## config.mk

```make
export PLATFORM = sky130hd
export DESIGN_NAME = fir_sequencer
export DESIGN_NICKNAME = d
export VERILOG_FILES = /design/src/rtl/fir_sequencer.sv
export SDC_FILE = /design/constraint.sdc
export NUM_CORES = 1
export LEC_CHECK = 0
export CORE_MARGIN = 3
export CORE_UTILIZATION = 47
export CTS_BUF_LIST = sky130_fd_sc_hd__clkbuf_8
export CTS_CLUSTER_SIZE = 10
export DETAILED_ROUTE_END_ITERATION = 10
export HOLD_SLACK_MARGIN = 0.02
export PLACE_DENSITY_LB_ADDON = 0.2
export SETUP_SLACK_MARGIN = 0.4
export SLEW_MARGIN = 10
export SYNTH_ARGS = -nofsm -noshare
export SYNTH_HDL_FRONTEND = slang
export SYNTH_SLANG_ARGS = --single-unit
```

## constraint.sdc

```tcl
create_clock -name clk -period 1.8 [get_ports clk]
set_clock_uncertainty 0.05 [all_clocks]
set_input_delay 0.36 -clock clk [delete_from_list [all_inputs] [get_ports clk]]
set_output_delay 0.36 -clock clk [all_outputs]
set_load 0.01 [all_outputs]
```

## src/rtl/fir_sequencer.sv

```systemverilog
// rtl/fir_sequencer.sv - serial coefficient loader and periodic sample sequencer for an external FIR core.
module fir_sequencer #(
  parameter int BITS = 12,
  parameter int TAPS = 8,
  parameter int DIV  = 64
) (
  input  logic            clk,
  input  logic            rst_n,
  input  logic            cfg_valid,
  output logic            cfg_ready,
  input  logic [BITS-1:0] cfg_data,
  input  logic            run_en,
  input  logic [BITS-1:0] sample_in,
  input  logic            clr_overrun,
  output logic            fir_start,
  output logic [BITS-1:0] fir_x,
  output logic            fir_lock,
  output logic            fir_coeff_load,
  output logic            fir_coeff,
  input  logic            fir_done,
  input  logic [BITS-1:0] fir_y,
  output logic            out_valid,
  output logic [BITS-1:0] out_data,
  output logic            loaded,
  output logic            overrun,
  output logic            busy
);

  localparam int WORDS = TAPS / 2;
  localparam int BW = (BITS > 1) ? $clog2(BITS) : 1;
  localparam int WW = (WORDS > 1) ? $clog2(WORDS) : 1;
  localparam int TW = (DIV > 1) ? $clog2(DIV) : 1;

  typedef enum logic [1:0] {IDLE, LOAD, RUN, WAIT} state_t;

  state_t          state, state_nx;
  logic [BITS-1:0] sreg;
  logic [BW-1:0]   bit_cnt;
  logic [WW-1:0]   word_cnt;
  logic [TW-1:0]   tick_cnt;
  logic            timing;
  logic            tick;
  logic            bit_last;
  logic            word_last;

  assign timing    = (state == RUN) || (state == WAIT);
  assign tick      = timing && (tick_cnt == TW'(DIV - 1));
  assign bit_last  = (bit_cnt == BW'(BITS - 1));
  assign word_last = (word_cnt == WW'(WORDS - 1));
  assign busy      = (state != IDLE);
  assign fir_coeff = fir_coeff_load & sreg[BITS-1];

  always_ff @(posedge clk) begin
    if (!rst_n) state <= IDLE;
    else        state <= state_nx;
  end

  always_comb begin
    state_nx       = state;
    cfg_ready      = 1'b0;
    fir_coeff_load = 1'b0;
    fir_lock       = 1'b0;
    case (state)
      IDLE: begin
        cfg_ready = 1'b1;
        fir_lock  = 1'b1;
        if (cfg_valid)             state_nx = LOAD;
        else if (run_en && loaded) state_nx = RUN;
      end
      LOAD: begin
        fir_coeff_load = 1'b1;
        fir_lock       = 1'b1;
        if (bit_last) state_nx = IDLE;
      end
      RUN: begin
        if (tick)         state_nx = WAIT;
        else if (!run_en) state_nx = IDLE;
      end
      WAIT: begin
        if (fir_done) state_nx = run_en ? RUN : IDLE;
      end
      default: state_nx = IDLE;
    endcase
  end

  always_ff @(posedge clk) begin
    if (!rst_n) begin
      sreg      <= '0;
      bit_cnt   <= '0;
      word_cnt  <= '0;
      tick_cnt  <= '0;
      loaded    <= 1'b0;
      overrun   <= 1'b0;
      fir_start <= 1'b0;
      fir_x     <= '0;
      out_valid <= 1'b0;
      out_data  <= '0;
    end else begin
      fir_start <= 1'b0;
      out_valid <= 1'b0;

      // A tick while the core is still busy drops that sample; set beats clear.
      if (tick && (state == WAIT)) overrun <= 1'b1;
      else if (clr_overrun)        overrun <= 1'b0;

      if (timing) tick_cnt <= tick ? '0 : tick_cnt + TW'(1);
      else        tick_cnt <= '0;

      case (state)
        IDLE: begin
          if (cfg_valid) begin
            sreg    <= cfg_data;
            bit_cnt <= '0;
            if (word_cnt == '0) loaded <= 1'b0;
          end
        end
        LOAD: begin
          sreg    <= {sreg[BITS-2:0], 1'b0};
          bit_cnt <= bit_cnt + BW'(1);
          if (bit_last) begin
            bit_cnt <= '0;
            if (word_last) begin
              word_cnt <= '0;
              loaded   <= 1'b1;
            end else begin
              word_cnt <= word_cnt + WW'(1);
            end
          end
        end
        RUN: begin
          if (tick) begin
            fir_start <= 1'b1;
            fir_x     <= sample_in;
          end
        end
        WAIT: begin
          if (fir_done) begin
            out_data  <= fir_y;
            out_valid <= 1'b1;
          end
        end
        default: ;
      endcase
    end
  end

endmodule

```

==> results of run 1 <==
flip-flops by register name, summed over array words and instances (netlist names), 2 cells and up:
| name | cells |
|---|---|
| bit_cnt | 4 |
| fir_x | 12 |
| out_data | 12 |
| sreg | 12 |
| state | 2 |
| tick_cnt | 6 |
| word_cnt | 2 |
power by group through the flow:
stage	Combinational (mW)	Clock [mW]	Sequential (mW)
finish	0.446	0.617	1.27
global route	0.485	0.674	1.28
CTS	0.396	0.632	1.27
detailed placement	0.370	0	1.29
global placement	0.362	0	1.29
floorplan	0.183	0	1.29
metrics by stage:
stage | power, mW | cells | cell area [um^2] | setup slack [ns] | hold WS, ns
global route | 2.43 | 418 | 3440 | 0.229 | 0.425
floorplan | 1.47 | 264 | 2250 | 0.399 | 0.382
global placement | 1.65 | 387 | 3100 | 0.133 | 0.391
finish | 2.33 | 418 | 3440 | 0.286 | 0.404
CTS | 2.30 | 405 | 3280 | 0.185 | 0.408
detailed placement | 1.66 | 387 | 3100 | 0.0751 | 0.398
how the worst max path moves through the flow:
| stage | end | cells after the start |
|---|---|---|
| 2_1_floorplan | fir_coeff | 5 |
| 3_3_place_gp | cfg_ready | 3 |
| 3_5_place_dp | sreg[5]$_SDFFE_PN0P_ | 4 |
| 4_1_cts | busy | 4 |
| 5_1_grt | fir_coeff | 4 |
| 6_report | fir_coeff | 4 |
cell usage after synthesis (all sizes together) (2+ instances only):
master and count:
ha 4, nor2 20, nand3 7, nor3 2
inv 6, a21oi 18, nand2 75, o21ai 4
nor2b 2, a311oi 11, a22oi 2, o31a 2
o21bai 2, buf 10, nor3b 2, clkinv 2
clkbuf 6, dfxtp 54, o21a 2, or3 3
xor2 2, mux2i 12, a31oi 2
cell type report:
cell class                 count  share of cell area [%]
clock inverter                 2                   0.218
tap                           52                    1.89
sequential                    54                    31.8
inverter                       8                    1.09
timing repair buffer         111                    30.3
multi-input combinational    186                    32.7
clock buffer                   5                    2.00
routing by layer:
layer / up-vias / GRT usage (%)
li1: 1098 / -
met1: 1015 / 23.8
met2: 56 / 35.2
met3: 12 / 6.28
met4: 0 / 7.51
met5: - / 0
logic make-up (layout without fill, tap and decap cells):
logic type	count (synthesis)	in the layout
AND/OR/NAND/NOR	120	120
flip-flops	54	54
AO/OA/AOI/OAI	47	47
buffers and inverters	24	126
multiplexers	12	12
adder cells (fa/ha/maj)	4	4
XOR/XNOR	3	3
critical path, cell delays in order (launching register included):
cell and delay [ns]:
dfxtp_2 0.36, nand2b_4 0.14, clkinv_4 0.06, and2_4 0.13, buf_6 0.11
what timing repair did:
action	in CTS	in global routing
setup buffers	10	13
pin swaps	4	7
resized for setup	65	22
hold buffers	0	0
cloned	1	0
setup endpoints to repair	50	34
==> out/metrics.csv, run 1 <==
stage,metric,value,unit
status,outcome,"finished, final reports clean",
route,drt-pass1-iter-count,4,
power,p_leak,1.44,nW
worst_setup_path,r2r-start,state[1]$_SDFFE_PN0P_,
worst_setup_path,cp-startpoint,state[1]$_SDFFE_PN0P_,
min_path,hold_start,tick_cnt[0]$_SDFF_PP0_,
logic_synthesis,yosysTopAreaCell,dfxtp_1,
timing,fmax,661,MHz
logic_synthesis,syn_nets,310,
route,antenna_left,0,
final_layout,num-nets-final,412,
floorplanning,die_h,74.9,um
worst_setup_path,crit_arrival,1.10,ns
final_layout,fillCellCount,332,
floorplanning,initial_utilization,49.8,%
worst_setup_path,crit_fanout,5,
route,drcViolationCount,0,
floorplanning,core.rowCount,24,
floorplanning,dieArea,0.00560,mm^2
route,m1WireLength,2380,um
final_layout,layout_common_cells,"75 x nand2_1, 47 x dfxtp_1, 39 x clkdlybuf4s50_1",
logic_synthesis,ys_seq_area_share,48.5,%
global_route,grt_max_degree,23,
logic_synthesis,synth_cell_type_count,42,
worst_setup_path,cp.required,1.39,ns
logic_synthesis,synth_top_family_by_area,simple AND/OR/NAND/NOR gates,
clocking,numCtsBuffers,5,
logic_synthesis,synthCells,264,
logic_synthesis,synthSimpleGateAreaFrac,23.5,%
timing,final-hold-violation-count,0,
power,p_int,1.75,mW
logic_synthesis,yosys_warnings,0,
logic_synthesis,synth_area_per_cell,8.44,um^2
route,top_layer,met4,
clocking,path_clk_slew,0.08,ns
logic_synthesis,synth_xor_area_share,1.18,%
logic_synthesis,netlist_area,0.00223,mm^2
place,hpwl,3860,um
clocking,cts.sinks,54,
route,route.met3.wl,376,um
worst_setup_path,worst_r2r_endpoint,bit_cnt[2]$_SDFFE_PN0P_,
floorplanning,core,0.00447,mm^2
clocking,root_buffer,clkbuf_8,
global_route,grt_pass1_vias,2041,
timing,relSlewSlack,79.4,%
flow_run,cap_violations,0,
final_layout,drive_above_1_share,19.4,%
floorplanning,ioPinCount,75,
timing,finalSetupTns,0,ns
power,p_seq_share,54.5,%
route,via_per_inst,5.22,
power,swShare,25.2,%
worst_setup_path,rr_worst_depth,5,
power,p_comb_share,19.1,%
global_route,antenna_found_initial,0,
route,drt_wl_total,5940,um
logic_synthesis,synth_compound_area_share,14.3,%
global_route,grt-ovfl-total,0,
min_path,whs_path_depth,1,
final_layout,seq_area,0.00109,mm^2
power,pwr_density_cell,678,mW/mm^2
logic_synthesis,synth.area.top_cells,"dfxtp_1 49%, nand2_1 13%, mux2i_1 5.4%, a311oi_1 4.3%, a21oi_1 4.0%",
route,drt_iter0_drc,142,
logic_synthesis,synth-seq-cells,54,
timing,period_share,84.1,%
timing,rsz0062_at_grt,true,
route,dr_wl_met2,3090,um
route,vias,2181,
logic_synthesis,synthAdderAreaFrac,2.25,%
timing,setup_viol,0,
logic_synthesis,synth_top_area_share,48.5,%
worst_setup_path,criticalPathCategory,reg2out,
timing,worstMarginPinSlew,0.308,ns
min_path,holdPathEnd,tick_cnt[0]$_SDFF_PP0_,
clocking,h-tree-depth,2,
final_layout,multiInputGateArea,0.00112,mm^2
power,peakVddDrop,0.464,mV
logic_synthesis,synth_async_sr_flop_share,0,%
place,gp_congestion,0.773,
final_layout,utilization,76.9,%
final_layout,syn2layout_area_growth,54.4,%
power,switching_power,0.587,mW
logic_synthesis,synth_mux_area_share,5.39,%
power,pwr-share-clk,26.4,%
timing,finalMaxSlewViolations,0,
min_path,hold_path.class,reg2reg,
clocking,cts_buffer_depth,2,
worst_setup_path,rrSetupSlack,0.29,ns
route,wl_per_cell,14.2,um
logic_synthesis,synth-edff-count,0,
logic_synthesis,ys.flop_type,dfxtp_1,
floorplanning,die_w,74.9,um
clocking,cts_tree,done,
global_route,grt_usage,20.4,%
final_layout,diodes,0,
clocking,clk_latency,0.30,ns
place,place.port_buffers,74,
worst_setup_path,crit_path_end_kind,output pin,
global_route,grt_pass1_wl,8910,um
worst_setup_path,start_kind,register,
final_layout,mostFrequentLayoutCell,nand2_1,
timing,min_period,1.51,ns
No activity file was read; power rests on OpenSTA's default activity.
==> inputs of run 2 (changes only) <==
--- a/config.mk
+++ b/config.mk
@@ -6,7 +6,7 @@
 export NUM_CORES = 1
 export LEC_CHECK = 0
 export CORE_MARGIN = 3
-export CORE_UTILIZATION = 47
+export CORE_UTILIZATION = 42
 export CTS_BUF_LIST = sky130_fd_sc_hd__clkbuf_8
 export CTS_CLUSTER_SIZE = 10
 export DETAILED_ROUTE_END_ITERATION = 10
==> constraint.sdc (replaced) <==
create_clock -name clk -period 1.39 [get_ports clk]
set_clock_uncertainty 0.05 [all_clocks]
set_input_delay 0.278 -clock clk [delete_from_list [all_inputs] [get_ports clk]]
set_output_delay 0.278 -clock clk [all_outputs]
set_load 0.01 [all_outputs]
==> run 2 against run 1 <==
Against the previous run: largest power group unchanged; wire length up 19%; sequential power increased by 30%; first-iteration DRC count increased by 18%; critical path depth stayed put; critical path type unchanged; the flow now finishes with violations (setup timing); clock power grew 35%; global-route usage up 0.60 points.
==> out/metrics.csv, run 2 (synthesized netlist as in run 1, its figures left out) <==
stage,metric,value,unit
status,outcome,"finished, violations left",
status,failed_checks,setup timing,
final_layout,multiInputGateArea,0.00141,mm^2
timing,fmax,685,MHz
route,antenna_left,0,
timing,rsz0062_at_grt,true,
timing,period_share,105,%
worst_setup_path,path_buf_inv,3,
place,pre_cts_ws,-0.155,ns
clocking,root_buffer,clkbuf_8,
clocking,ctsHoldBuffers,0,
power,p_seq_share,51.1,%
route,drt_wl_total,7090,um
worst_setup_path,crit_arrival,1.13,ns
floorplanning,die_w,78.8,um
worst_setup_path,path_delay_family,flip-flops,
timing,finalSetupTns,-0.249,ns
final_layout,num-nets-final,426,
final_layout,mostFrequentLayoutCell,buf_6,
power,p_int,2.35,mW
clocking,numCtsBuffers,5,
worst_setup_path,crit_path_end_kind,output pin,
global_route,grt-ovfl-total,0,
clocking,cts.sinks,54,
global_route,grt_pass1_wl,10500,um
final_layout,fillCellCount,273,
clocking,h-tree-depth,2,
final_layout,syn2layout_area_growth,81.9,%
worst_setup_path,cpMostUsedCell,buf_6,
route,wl_per_cell,15.8,um
final_layout,diodes,0,
global_route,grt_pass1_vias,2269,
final_layout,layout.cells.non_filler,448,
final_layout,seq_area,0.00113,mm^2
power,p_comb_share,23.1,%
power,pwr_density_cell,796,mW/mm^2
timing,final-hold-violation-count,0,
worst_setup_path,criticalPathCategory,reg2out,
timing,finalMaxSlewViolations,0,
clocking,cts_buffer_depth,2,
route,drcViolationCount,0,
route,drt-pass1-iter-count,4,
place,dp.cells,410,
worst_setup_path,crit_fanout,3,
power,p_leak,1.55,nW
global_route,grt_usage,21.0,%
global_route,antenna_found_initial,0,
power,swShare,27.2,%
power,finalPower,3.23,mW
floorplanning,ioPinCount,75,
final_layout,layout_common_cells,"51 x buf_6, 50 x nand2_1, 40 x clkdlybuf4s50_1",
power,pwr-share-clk,25.8,%
worst_setup_path,cp.required,1.06,ns
timing,setup_viol,9,
power,switching_power,0.877,mW
place,gp_congestion,0.724,
timing,relSlewSlack,72.3,%
timing,finalWorstSetupSlack,-0.0704,ns
route,via_per_inst,5.20,
worst_setup_path,path_cells,buf_6 -> nor2_4 -> inv_2 -> buf_6,
route,drt_iter0_drc,167,
timing,min_period,1.46,ns
clocking,path_clk_slew,0.10,ns
place,place.port_buffers,74,
clocking,cts_tree,done,
route,vias,2329,
global_route,grt_max_degree,23,
place,hpwl,3830,um
floorplanning,dieArea,0.00622,mm^2
worst_setup_path,max_stage_delay,0.38,ns
floorplanning,die_h,78.8,um
worst_setup_path,crit_slowest_cell,dfxtp_4,
floorplanning,core.rowCount,25,
min_path,hold_path.class,in2reg,
timing,worstMarginPinSlew,0.414,ns
flow_run,cap_violations,0,
timing,holdWs,0.414,ns
clocking,clk_latency,0.31,ns
final_layout,reg_top3,"fir_x x12, out_data x12, sreg x12",
floorplanning,core,0.00491,mm^2
final_layout,drive_above_1_share,51.2,%
floorplanning,initial_utilization,45.4,%
power,peakVddDrop,0.587,mV
worst_setup_path,start_kind,register,
## run 2: tightest hold or removal path, delay by kind of cell
kind / cells / cell delay, ns
buffers and inverters: 2 / 0.40
AND/OR/NAND/NOR: 1 / 0.06
## run 2: metal layers
metal  vias up  wire length [um]  global-route usage (%)
li1       1138                 -                       -
met1      1117              2850                    24.6
met2        67              3740                    37.8
met3         7               428                    6.35
met4         0                69                    4.64
met5         -                 0                       0
## run 2: path summary, 6_finish.rpt
| kind | from | endpoint | slack [ns] | depth (start not counted) |
|---|---|---|---|---|
| setup / recovery | state[0]$_SDFFE_PN0P_ | busy | -0.07 | 4 |
| hold / removal | rst_n | fir_start$_SDFF_PN0_ | 0.41 | 3 |
| setup reg to reg | bit_cnt[0]$_SDFFE_PN0P_ | state[0]$_SDFFE_PN0P_ | -0.03 | 5 |
| hold reg to reg | fir_x[3]$_SDFFE_PN0P_ | fir_x[3]$_SDFFE_PN0P_ | 0.41 | 2 |
## run 2: power groups by stage
stage / sequential, mW / combinational [mW] / clock, mW
floorplan: 1.67 / 0.289 / 0
global placement: 1.67 / 0.523 / 0
detailed placement: 1.68 / 0.531 / 0
CTS: 1.64 / 0.617 / 0.826
global route: 1.65 / 0.797 / 0.905
finish: 1.65 / 0.745 / 0.831
## run 2: repair_timing
action	CTS	global route
hold endpoints to repair	0	0
resized for setup	228	60
pin swaps	17	32
setup endpoints to repair	86	87
cloned	3	1
buffers inserted	16	10
## run 2: through the flow
| step | cell area, um^2 | utilization, % |
|---|---|---|
| CTS | 3740 | 76.2 |
| global placement | 3260 | 66.4 |
| finish | 4050 | 82.5 |
| global route | 4050 | 82.5 |
| detailed placement | 3260 | 66.4 |
| floorplan | 2380 | - |
## run 2: final cells by class
type,instances,share of cell area (%)
timing repair buffer,123,32.4
clock buffer,5,1.70
tap,67,2.07
multi-input combinational,188,34.7
inverter,8,0.957
clock inverter,3,0.278
sequential,54,27.9
